File: src/rtl/word_frame_serializer.sv
// Word-to-byte frame serializer: SYNC byte, then tagged payload bytes, MSB chunk first.
// Define SER_CHECKSUM_EN to append an XOR checksum byte after the data bytes.
module word_frame_serializer #(
    parameter int         DATA_W    = 16,
    parameter int         PAY_W     = 6,
    parameter logic [7:0] SYNC_BYTE = 8'h3F
) (
    input  logic              clk,
    input  logic              rst,
    input  logic [DATA_W-1:0] din_i,
    input  logic              in_valid_i,
    output logic              in_ready_o,
    output logic [7:0]        out_data_o,
    output logic              out_valid_o,
    input  logic              out_ready_i,
    output logic              frame_done_o
);

    localparam int TAG_W = 8 - PAY_W;
    localparam int NB    = (DATA_W + PAY_W - 1) / PAY_W;
    localparam int REM   = DATA_W - (NB - 1) * PAY_W;

    if (NB > (2 ** TAG_W) - 1) begin : g_bad_cfg
        $fatal(1, "word_frame_serializer: NB does not fit in the tag field");
    end

`ifdef SER_CHECKSUM_EN
    typedef enum logic [1:0] {IDLE, SYNC, DATA, CSUM} state_e;
`else
    typedef enum logic [1:0] {IDLE, SYNC, DATA} state_e;
`endif

    state_e             state_q, state_d;
    logic [TAG_W-1:0]   idx_q, idx_d;
    logic [DATA_W-1:0]  word_q, word_d;
    logic [7:0]         data_q, data_d;
    logic               valid_q, valid_d;
    logic               ready_q, ready_d;
    logic               done_q, done_d;
    logic               hs;
`ifdef SER_CHECKSUM_EN
    logic [7:0]         csum_q, csum_d;
`endif

    // Chunk 1 holds the leftover top bits, left-aligned; the rest are PAY_W-aligned.
    function automatic logic [7:0] frame_byte(
        input logic [DATA_W-1:0] w,
        input logic [TAG_W-1:0]  k
    );
        logic [PAY_W-1:0] pay;
        int               sh;
        sh  = (NB - int'(k)) * PAY_W;
        pay = PAY_W'(w >> sh);
        if (k == TAG_W'(1)) pay = pay << (PAY_W - REM);
        return {k, pay};
    endfunction

    assign hs = valid_q && out_ready_i;

    always_comb begin
        state_d = state_q;
        idx_d   = idx_q;
        word_d  = word_q;
        data_d  = data_q;
        valid_d = valid_q;
        ready_d = ready_q;
        done_d  = 1'b0;
`ifdef SER_CHECKSUM_EN
        csum_d  = csum_q;
`endif
        unique case (state_q)
            IDLE: begin
                if (in_valid_i) begin
                    word_d  = din_i;
                    state_d = SYNC;
                    idx_d   = '0;
                    data_d  = SYNC_BYTE;
                    valid_d = 1'b1;
                    ready_d = 1'b0;
`ifdef SER_CHECKSUM_EN
                    csum_d  = '0;
`endif
                end
            end
            SYNC: begin
                if (hs) begin
                    state_d = DATA;
                    idx_d   = TAG_W'(1);
                    data_d  = frame_byte(word_q, TAG_W'(1));
                end
            end
            DATA: begin
                if (hs) begin
                    if (idx_q == TAG_W'(NB)) begin
`ifdef SER_CHECKSUM_EN
                        state_d = CSUM;
                        data_d  = csum_q ^ data_q;
`else
                        state_d = IDLE;
                        idx_d   = '0;
                        valid_d = 1'b0;
                        ready_d = 1'b1;
                        done_d  = 1'b1;
`endif
                    end else begin
                        idx_d  = idx_q + TAG_W'(1);
                        data_d = frame_byte(word_q, idx_q + TAG_W'(1));
                    end
`ifdef SER_CHECKSUM_EN
                    csum_d = csum_q ^ data_q;
`endif
                end
            end
`ifdef SER_CHECKSUM_EN
            CSUM: begin
                if (hs) begin
                    state_d = IDLE;
                    idx_d   = '0;
                    valid_d = 1'b0;
                    ready_d = 1'b1;
                    done_d  = 1'b1;
                end
            end
`endif
            default: begin
                state_d = IDLE;
                idx_d   = '0;
                valid_d = 1'b0;
                ready_d = 1'b1;
            end
        endcase
    end

    always_ff @(posedge clk) begin
        if (rst) begin
            state_q <= IDLE;
            idx_q   <= '0;
            word_q  <= '0;
            data_q  <= '0;
            valid_q <= 1'b0;
            ready_q <= 1'b1;
            done_q  <= 1'b0;
`ifdef SER_CHECKSUM_EN
            csum_q  <= '0;
`endif
        end else begin
            state_q <= state_d;
            idx_q   <= idx_d;
            word_q  <= word_d;
            data_q  <= data_d;
            valid_q <= valid_d;
            ready_q <= ready_d;
            done_q  <= done_d;
`ifdef SER_CHECKSUM_EN
            csum_q  <= csum_d;
`endif
        end
    end

    assign in_ready_o   = ready_q;
    assign out_data_o   = data_q;
    assign out_valid_o  = valid_q;
    assign frame_done_o = done_q;

endmodule
File: config.mk
export PLATFORM = sky130hd
export DESIGN_NAME = word_frame_serializer
export DESIGN_NICKNAME = d
export VERILOG_FILES = /design/src/rtl/word_frame_serializer.sv
export SDC_FILE = /design/constraint.sdc
export NUM_CORES = 1
export LEC_CHECK = 0
export BUFFER_PORTS_ARGS = -buffer_cell sky130_fd_sc_hd__buf_2
export CELL_PAD_IN_SITES_DETAIL_PLACEMENT = 1
export CELL_PAD_IN_SITES_GLOBAL_PLACEMENT = 1
export CORE_MARGIN = 2
export CORE_UTILIZATION = 41
export CTS_CLUSTER_DIAMETER = 50
export CTS_CLUSTER_SIZE = 40
export DETAILED_ROUTE_END_ITERATION = 6
export GPL_TIMING_DRIVEN = 0
export PLACE_DENSITY = 0.91
export RECOVER_POWER = 100
export SYNTH_ARGS = -nofsm -noshare
export SYNTH_HDL_FRONTEND = slang
export SYNTH_SLANG_ARGS = --single-unit
File: constraint.sdc
create_clock -name clk -period 2.9 [get_ports clk]
set_input_delay 0.725 -clock clk [delete_from_list [all_inputs] [get_ports clk]]
set_output_delay 0.725 -clock clk [all_outputs]
set_load 0.005 [all_outputs]
==> run metrics <==
status=finished, final reports clean; reg2reg start=idx_q[0]; CTS resizes=0; Crit. End Element=flop; antenna viol nets, final=0; Area Overhead vs Synth=14.8%; Synth async-reset ratio=0%; number of global-route vias before repair=1496; fmax=393 MHz; number of DRC markers in iteration 0=78; CORE AREA=4030 um^2; final WL=4560 um; CP Launch Type=flop; Crit Path Class=reg2reg; RSZ-0062 raised after global routing=no; footprint of the multi-input gates=977 um^2; Leakage=0.763 nW; total gr overflow=0; drt first pass iters=4; Final Hold Fails=0; Placer Congestion=0.862; Seq/Total Area, Yosys=36.1%; Worst EP arrival=2700 ps; Layout fillers=521; clk_lat worst skew=290 ps; Peak VDD IR=0.416 mV; flop2flop setup slack=360 ps; clock sink count=31; synth cell count leaders=43 x nand2_1, 31 x dfxtp_1, 20 x a21oi_1; CTS root buffer=clkbuf_8; initial core utilization=42.7%; Synth Cell Area=1720 um^2; Ant. Diodes=0; post-synth top area share=36.1%; clock buffer count from CTS=5; io pins=31; Max-Cap Viols=0; R2R cell count=8; synth top area cells=dfxtp_1 36%, nand2_1 9.4%, a21oi_1 5.8%, mux4_2 5.2%, ha_1 4.4%; Final Setup Violations=0; WP data required=3060 ps; drt wl/cell=15.9 um; DR vias=1590; post-synth net total=226; Final Net Count=262; Mapped Cells=200; top-count cell post-synth=nand2_1; Die Y-Extent=68.8 um; Final HPWL DP=3410 um; Synth Flop Type=dfxtp_1; register bit total from synthesis=31; leading area contributor after synthesis=dfxtp_1; H-tree level count=2; Min Hold Slack=460 ps; Clock Tree Buf Depth=2; layout cell share with drive strength beyond 1=16.5%; Slowest Stage Delay on Critical Path=370 ps; Storage cell area=621 um^2; Worst-Margin Slew=545 ps; Clock Skew=3.48 ps; first-pass GRT wire length=7360 um; Crit path depth=8; DRC=0; period utilization=87.7%; YS warnings=0; Crit Path Max Fanout=10; Clock Pin Slew Worst Setup and Hold Paths=70 ps; postcts setup bufs=0; Setup crit end=out_data_o[5]; reg2reg end=out_data_o[5]; fin. max-slew vios=0; Slowest cell on crit path=a221o_1; Die Area=4730 um^2; CP startpoint=idx_q[0]; Min Clock Period, post-route=2540 ps; hold buffers post-CTS=0; hold crit path type=reg2reg; worst path cell trace=buf_2, inv_1, ha_1, clkbuf_2, mux2_4, a221o_1, a32oi_1, a311oi_1; CTS tree=built; Avg Synthesized Cell Area=8.60 um^2; Port Buffers=29; unique cell type count in the Yosys netlist=34; vias per cell=5.54; setup TNS=0 ps; Slew headroom=63.7%; Die W=68.8 um; cell family with most CP delay=buffers and inverters; EDFF count, synth=0; WP buf/inv=3; Tot GR Track Use=21.6%; Std-Cell Rows=23; initial antenna violation count=0; PwrDens=866 nW/um^2; largest net degree at the start of global routing=12
## how the worst min path moves through the flow
stage	slack [ps]	end	start	depth (start not counted)
floorplan	440	word_q[0]	word_q[0]	2
global placement	440	out_data_o[6]	out_data_o[6]	2
detailed placement	450	word_q[1]	word_q[1]	2
CTS	460	word_q[1]	word_q[1]	2
global route	490	word_q[0]	word_q[0]	2
finish	460	out_data_o[6]	out_data_o[6]	2
## per-stage QoR
step / instance area [um^2] / power, W / setup slack [ps] / util, % / cells
6_report: 1980 / 0.00171 / 357 / 49.0 / 287
5_1_grt: 1980 / 0.00184 / 243 / 49.0 / 287
4_1_cts: 2020 / 0.00175 / 492 / 50.1 / 287
3_5_place_dp: 1930 / 0.00141 / 530 / 47.9 / 279
3_3_place_gp: 1930 / 0.00137 / 606 / 47.9 / 279
2_1_floorplan: 1720 / 0.00118 / 801 / - / 200
## state kept, by name, summed over array words and instances, names as in the netlist
| name | count |
|---|---|
| word_q | 16 |
| out_valid_o | 1 |
| frame_done_o | 1 |
| idx_q | 2 |
| in_ready_o | 1 |
| state_q | 2 |
| out_data_o | 8 |
## power breakdown
group	leakage, nW	switching, W	internal (W)
Combinational	0.468	0.000453	0.000303
Sequential	0.255	0.0000761	0.000530
Clock	0.0402	0.000181	0.000167
Total	0.763	0.000710	0.00100
## cells in the final DEF (no fill, tap or decap), drive strengths merged, types with 2 or more instances in the layout
cell type,instances
mux2,6
a211oi,3
a32oi,3
nand2,43
buf,22
clkinvlp,2
mux4,4
nand4,3
nor2,12
clkbuf,24
dfxtp,31
a311oi,4
o211ai,2
inv,10
or3,2
a221oi,2
mux2i,6
nor2b,7
nand3,7
nand2b,4
a21oi,20
ha,6
a221o,4
o2111ai,2
## per-layer routing
layer	part of all wire, %	vias up	GRT usage (%)
li1	-	779	-
met1	47	765	26.9
met2	47	41	35.8
met3	4.0	5	6.33
met4	1.3	0	6.62
met5	0	-	0
## area by class of cell
type | instances | share of cell area [%]
Tap cell | 50 | 3.17
Inverter | 10 | 1.90
Sequential cell | 31 | 31.4
Buffer | 12 | 2.79
Timing Repair Buffer | 29 | 6.78
Multi-Input combinational cell | 147 | 49.5
Clock inverter | 3 | 1.01
Clock buffer | 5 | 3.48
## tightest hold or removal path, stage by stage (launching register included)
cell,delay [ps]
dfxtp_1,310
nand2_1,50
a21oi_1,50
## cell families after synthesis
group           count (synthesis)  share of synthesized area [%]
buf+inv                        22                           6.04
mux                            16                           13.1
fa+ha+maj                       6                           4.36
compound gates                 44                           19.0
simple gates                   81                           21.5
flops                          31                           36.1
(Power assumes the default switching activity.)
